===== src/rtl/clock_gen_nch.sv =====
// clock_gen_nch: NCH independent programmable clock/strobe dividers.
// Each channel has a shadow config (written via cfg_we/cfg_ch) that is
// sanitised and copied to the active set while idle or at a period boundary,
// so a running waveform never changes shape mid-period.
//
// state   | meaning
// --------+-------------------------------------------------------------
// S_IDLE  | stopped, clk_out=0, active config tracks shadow
// S_DELAY | phase delay after enable, counting down before first rise
// S_HIGH  | clk_out=1, counting down the high time
// S_LOW   | clk_out=0, counting down the low time; cnt=0 is the boundary
module clock_gen_nch #(
  parameter int NCH        = 4,
  parameter int CNT_W      = 16,
  parameter int DEF_PERIOD = 2,
  parameter int DEF_HIGH   = 1
) (
  input  logic             clk,
  input  logic             rst,
  input  logic [NCH-1:0]   enable,
  input  logic             cfg_we,
  input  logic [3:0]       cfg_ch,
  input  logic [CNT_W-1:0] cfg_period,
  input  logic [CNT_W-1:0] cfg_high,
  input  logic [CNT_W-1:0] cfg_phase,
  output logic [NCH-1:0]   clk_out,
  output logic [NCH-1:0]   tick,
  output logic [NCH-1:0]   running
);

  typedef enum logic [1:0] {S_IDLE, S_DELAY, S_HIGH, S_LOW} state_t;

  typedef struct packed {
    logic [CNT_W-1:0] period;
    logic [CNT_W-1:0] high;
    logic [CNT_W-1:0] phase;
  } cfg_t;

  localparam cfg_t DEF_CFG = '{period: CNT_W'(DEF_PERIOD),
                               high:   CNT_W'(DEF_HIGH),
                               phase:  '0};

  // Clamp a raw config so that high and low times are both at least one cycle
  // and the phase delay stays shorter than one period.
  function automatic cfg_t sanitise(input cfg_t c);
    cfg_t r;
    r = c;
    if (r.period < CNT_W'(2)) r.period = CNT_W'(2);
    if (r.high == '0) r.high = CNT_W'(1);
    if (r.high >= r.period) r.high = r.period - CNT_W'(1);
    if (r.phase >= r.period) r.phase = r.period - CNT_W'(1);
    return r;
  endfunction

  for (genvar g = 0; g < NCH; g++) begin : g_ch
    state_t           state_q;
    logic [CNT_W-1:0] cnt_q;
    logic [CNT_W-1:0] act_period_q;
    logic [CNT_W-1:0] act_high_q;
    logic             clk_out_q;
    logic             tick_q;
    cfg_t             shadow_q;
    cfg_t             shadow_san;
    logic             wr_hit;

    // Indices >= NCH never match any channel, so such writes are dropped.
    assign wr_hit     = cfg_we && (cfg_ch == 4'(g));
    assign shadow_san = sanitise(shadow_q);

    // Shadow config register, written by the config port at any time.
    always_ff @(posedge clk or posedge rst) begin
      if (rst) begin
        shadow_q <= DEF_CFG;
      end else if (wr_hit) begin
        shadow_q <= '{period: cfg_period, high: cfg_high, phase: cfg_phase};
      end
    end

    // Channel FSM with down-counter; outputs registered alongside the state.
    always_ff @(posedge clk or posedge rst) begin
      if (rst) begin
        state_q      <= S_IDLE;
        cnt_q        <= '0;
        act_period_q <= CNT_W'(DEF_PERIOD);
        act_high_q   <= CNT_W'(DEF_HIGH);
        clk_out_q    <= 1'b0;
        tick_q       <= 1'b0;
      end else begin
        tick_q <= 1'b0;
        case (state_q)
          S_IDLE: begin
            act_period_q <= shadow_san.period;
            act_high_q   <= shadow_san.high;
            if (enable[g]) begin
              if (shadow_san.phase == '0) begin
                state_q   <= S_HIGH;
                cnt_q     <= shadow_san.high - CNT_W'(1);
                clk_out_q <= 1'b1;
                tick_q    <= 1'b1;
              end else begin
                state_q <= S_DELAY;
                cnt_q   <= shadow_san.phase - CNT_W'(1);
              end
            end
          end
          S_DELAY: begin
            if (!enable[g]) begin
              state_q <= S_IDLE;
              cnt_q   <= '0;
            end else if (cnt_q == '0) begin
              state_q   <= S_HIGH;
              cnt_q     <= act_high_q - CNT_W'(1);
              clk_out_q <= 1'b1;
              tick_q    <= 1'b1;
            end else begin
              cnt_q <= cnt_q - CNT_W'(1);
            end
          end
          S_HIGH: begin
            if (cnt_q == '0) begin
              state_q   <= S_LOW;
              cnt_q     <= act_period_q - act_high_q - CNT_W'(1);
              clk_out_q <= 1'b0;
            end else begin
              cnt_q <= cnt_q - CNT_W'(1);
            end
          end
          S_LOW: begin
            if (cnt_q == '0) begin
              // Period boundary: take whatever the shadow held before this edge.
              act_period_q <= shadow_san.period;
              act_high_q   <= shadow_san.high;
              if (enable[g]) begin
                state_q   <= S_HIGH;
                cnt_q     <= shadow_san.high - CNT_W'(1);
                clk_out_q <= 1'b1;
                tick_q    <= 1'b1;
              end else begin
                state_q <= S_IDLE;
              end
            end else begin
              cnt_q <= cnt_q - CNT_W'(1);
            end
          end
          default: begin
            state_q   <= S_IDLE;
            cnt_q     <= '0;
            clk_out_q <= 1'b0;
          end
        endcase
      end
    end

    assign clk_out[g] = clk_out_q;
    assign tick[g]    = tick_q;
    assign running[g] = (state_q != S_IDLE);
  end

endmodule


===== config.mk =====
export PLATFORM = sky130hd
export DESIGN_NAME = clock_gen_nch
export DESIGN_NICKNAME = d
export VERILOG_FILES = /design/src/rtl/clock_gen_nch.sv
export SDC_FILE = /design/constraint.sdc
export NUM_CORES = 2
export LEC_CHECK = 0
export CAP_MARGIN = 20
export CELL_PAD_IN_SITES_DETAIL_PLACEMENT = 1
export CELL_PAD_IN_SITES_GLOBAL_PLACEMENT = 1
export CORE_MARGIN = 5
export CORE_UTILIZATION = 26
export DETAILED_ROUTE_END_ITERATION = 8
export MAX_ROUTING_LAYER = met4
export PLACE_DENSITY = 0.48
export SLEW_MARGIN = 5
export SYNTH_ARGS = -nofsm -noshare
export SYNTH_HDL_FRONTEND = slang
export SYNTH_SLANG_ARGS = --single-unit

===== constraint.sdc =====
create_clock -name clk -period 26.7 [get_ports clk]
set_clock_uncertainty 0.1 [all_clocks]
set_input_delay 2.67 -clock clk [delete_from_list [all_inputs] [get_ports clk]]
set_output_delay 2.67 -clock clk [all_outputs]
set_load 0.03 [all_outputs]

==> flow_summary.yaml <==
timing:
  hold_viol: 0
  whs_ns: 0.383
  rsz0062_at_grt: "no"
  fin_setup_tns_ns: 0
  worstMarginPinSlew_ns: 1.09
  drv_slew: 0
  finalCritPeriodShare_pct: 27.5
  setup_violations: 0
  max_freq_mhz: 136
  maxSlewHeadroom_pct: 27.0
  period_minus_slack_ns: 7.33
global_routing:
  grt_max_degree: 98
  busiest_layer: "met2"
  grt_first_pass_wirelength_um: 221000
  first_global_vias: 31304
  antenna_found_initial: 16
  grt_use_total_pct: 22.1
  gr-usage-met2_pct: 32.6
  grt_use_met3_pct: 3.13
  grt_overflow_total: 0
  use_met1_pct: 31.6
drt:
  first_pass_iters: 5
  wl_per_cell_um: 26.2
  drt_wl_total_um: 150000
  postRouteAntennaNets: 0
  first_iter_violations: 2176
  drc: 0
  vias: 31241
  viasPerCell: 5.44
clock_tree:
  clkSinkCount: 400
  numCtsBuffers: 57
  clockBufferDepth: 3
  cts_hold_buf: 0
  ctsRootBufferMaster: "clkbuf_16"
  path_clk_slew_ns: 0.06
  clk_latency_ns: 0.68
  cts_resized: 0
  htreeDepth: 2
  postCtsSetupBuffers: 0
  cts_tree: "built"
placement:
  placed_cells: 5628
  gp_congestion: 0.862
  numPortBuffers: 70
  dp_hpwl_um: 116000
  dpl_cell_area_mm2: 0.0359
finish:
  fill_cells: 14910
  drive_gt1_share_pct: 11.0
  areaGrowthSynthToFinish_pct: 13.3
  final_cells: 5742
  design_area_mm2: 0.0380
  fin_nets: 4232
synthesis:
  ys.flop_type: "dfrtp_1"
  synth_fp_nets: 4295
  ys_async_sr_fraction_pct: 100
  synth_top_family_by_area: "compound AO/OA/AOI/OAI gates"
  ys_warn_count: 0
  synth-xor-area-share_pct: 7.16
  synth-compound-area-share_pct: 21.2
  synthCells: 4023
  synth_cell_types: 112
  yosysSeqAreaShare_pct: 29.9
  syn_avg_cell_area_um2: 8.35
  synth_edf_count: 0
  synth-simple-area-share_pct: 20.2
  muxShareOfSynthArea_pct: 8.45
  netlist_area_mm2: 0.0336
  ys_seq_elements: 400
  synthAdderAreaFrac_pct: 8.03
floorplan:
  dieArea_mm2: 0.136
  ioPinCount: 71
  die_h_um: 369
  start_util_pct: 26.2
  coreArea_mm2: 0.128
  rows: 131
  die_x_um: 369
critical_path:
  worstPathMaxFanout: 30
  startpoint_type: "register"
  end_kind: "register"
  cp.arrival_ns: 7.84
  required_ns: 27.21
  worst-setup-path-type: "reg -> reg"
power:
  total_power_mw: 4.05
  vdd_ir_drop_max_uv: 52.7
  p_per_area_mw_per_mm2: 107
  cellLeakagePower_nw: 15.3
min_path:
  hold_class: "reg -> reg"
status:
  status: "complete, no violations"
flow_run:
  maxCapViolCount: 0
==> per-layer routing <==
layer | part of all wire [%] | routed length, um
met5 | 0 | 0
met1 | 50 | 74600
met2 | 43 | 64300
met3 | 4.7 | 7110
met4 | 2.9 | 4400
==> where the power goes <==
part | leakage [nW] | internal (mW) | total, mW | switching (mW)
sequential | 5.01 | 0.757 | 0.987 | 0.230
combinational | 9.32 | 0.789 | 2.20 | 1.41
clock | 1.01 | 0.535 | 0.863 | 0.328
==> cells in the final DEF (no fill, tap or decap), drive strengths merged, types with 28 or more instances in the layout <==
cell | synthesis | final
nor4 | 75 | 75
mux2 | 177 | 177
clkbuf | 197 | 77
xnor2 | 179 | 179
xor2 | 93 | 93
a21oi | 249 | 249
o21ai | 370 | 370
o22ai | 34 | 34
a21o | 45 | 45
or4 | 38 | 38
buf | 43 | 48
inv | 182 | 183
o31ai | 37 | 37
ha | 209 | 209
a31oi | 38 | 38
nand4 | 28 | 28
clkdlybuf4s50 | 0 | 70
or3 | 63 | 63
o211ai | 37 | 37
nand2 | 423 | 423
dfrtp | 384 | 384
nor3 | 144 | 144
mux2i | 84 | 84
nor2 | 279 | 279
or2 | 28 | 28
a211oi | 56 | 56
nand3 | 99 | 99
==> critical path, cell delays in order (launching register included) <==
cell and delay (ns):
dfrtp_1 0.49, or3_4 0.46, or3_1 0.40, o31ai_2 0.48, inv_1 0.20, ha_1 0.32
nand2b_1 0.10, a2111oi_0 0.08, or4_1 0.55, a31oi_4 0.53, buf_4 0.43, nand2_1 0.08
o21ai_0 0.23, ha_1 0.33, or3b_2 0.47, nor2_1 0.18, nand2_1 0.11, or3_1 0.42
a2111oi_2 0.36, mux2i_1 0.27, a21boi_0 0.10, o311ai_0 0.30, o221a_1 0.24
==> sequential cells by signal, summed over array words and instances (netlist names), named ones only <==
| signal | cells |
|---|---|
| g_ch.state_q | 4 |
| g_ch.cnt_q | 64 |
| g_ch.act_period_q | 64 |
| g_ch.clk_out_q | 4 |
| g_ch.act_high_q | 64 |
| g_ch.shadow_q | 192 |
| g_ch.tick_q | 4 |
==> final timing paths <==
path / slack, ns / from / cells past startpoint / end
min reg2reg: 0.38 / g_ch[2].act_high_q[6]$_DFFE_PP0P_ / 2 / g_ch[2].act_high_q[6]$_DFFE_PP0P_
max reg2reg: 19.37 / g_ch[2].shadow_q[39]$_DFFE_PP0P_ / 22 / g_ch[2].cnt_q[12]$_DFFE_PP0P_
min: 0.38 / g_ch[2].act_high_q[6]$_DFFE_PP0P_ / 2 / g_ch[2].act_high_q[6]$_DFFE_PP0P_
max in group asynchronous: 21.84 / rst / 4 / asynchronous set/reset pin
min in group asynchronous: 2.44 / rst / 2 / g_ch[2].shadow_q[22]$_DFFE_PP0P_
max: 19.37 / g_ch[2].shadow_q[39]$_DFFE_PP0P_ / 22 / g_ch[2].cnt_q[12]$_DFFE_PP0P_
==> per-stage QoR <==
stage / setup WS, ns / utilization (%)
after floorplan: 12.83 / -
after global placement: 19.48 / 28.0
after detailed placement: 19.33 / 28.1
after CTS: 19.29 / 29.7
after global routing: 18.77 / 29.7
final: 19.37 / 29.7
==> layout make-up <==
type	instances	area (um2)	area share, %
Clock buffer	77	1600	4.22
Multi-Input combinational cell	3199	22000	57.8
Antenna cell	5	12.5	0.0329
Inverter	184	698	1.84
Timing Repair Buffer	118	1080	2.84
Clock inverter	30	474	1.25
Sequential cell	400	10000	26.4
Tap cell	1729	2160	5.69
==> Yosys cell counts, types with 12 or more instances <==
cell type,instances,area [um2]
nand2_1,423,1590
dfrtp_1,384,9610
o21ai_0,354,1770
nor2_1,274,1030
a21oi_1,248,1240
ha_1,209,2620
clkbuf_1,197,739
inv_1,182,683
mux2_2,176,1980
xnor2_1,176,1540
nor3_1,134,671
nand3_1,98,490
xor2_1,93,815
mux2i_1,84,841
nor4_1,67,419
or3_1,59,369
a211oi_1,54,405
a21o_1,45,338
a31oi_1,38,238
o211ai_1,37,278
o22ai_1,34,213
o31ai_1,34,255
or4_1,34,255
nand4_1,27,169
o21a_1,26,195
nand2b_1,24,150
and2_1,23,144
and3_1,23,144
or2_2,23,144
o221ai_1,22,193
buf_2,21,105
nor2b_1,18,113
nor3b_1,17,128
dfstp_2,16,420
a221oi_1,14,123
a211o_1,13,114
a311oi_1,13,114
o21ai_1,13,65.1
a22oi_1,12,90.1
and4_1,12,105
==> kinds of logic (layout without fill, tap and decap cells) <==
kind of cell	after synthesis	after routing
AO/OA/AOI/OAI	1114	1114
XOR/XNOR	272	272
adder cells (fa/ha/maj)	213	213
buffers and inverters	424	409
flip-flops	400	400
multiplexers	261	261
other	0	5
AND/OR/NAND/NOR	1339	1339
No activity file was read; power rests on OpenSTA's default activity.
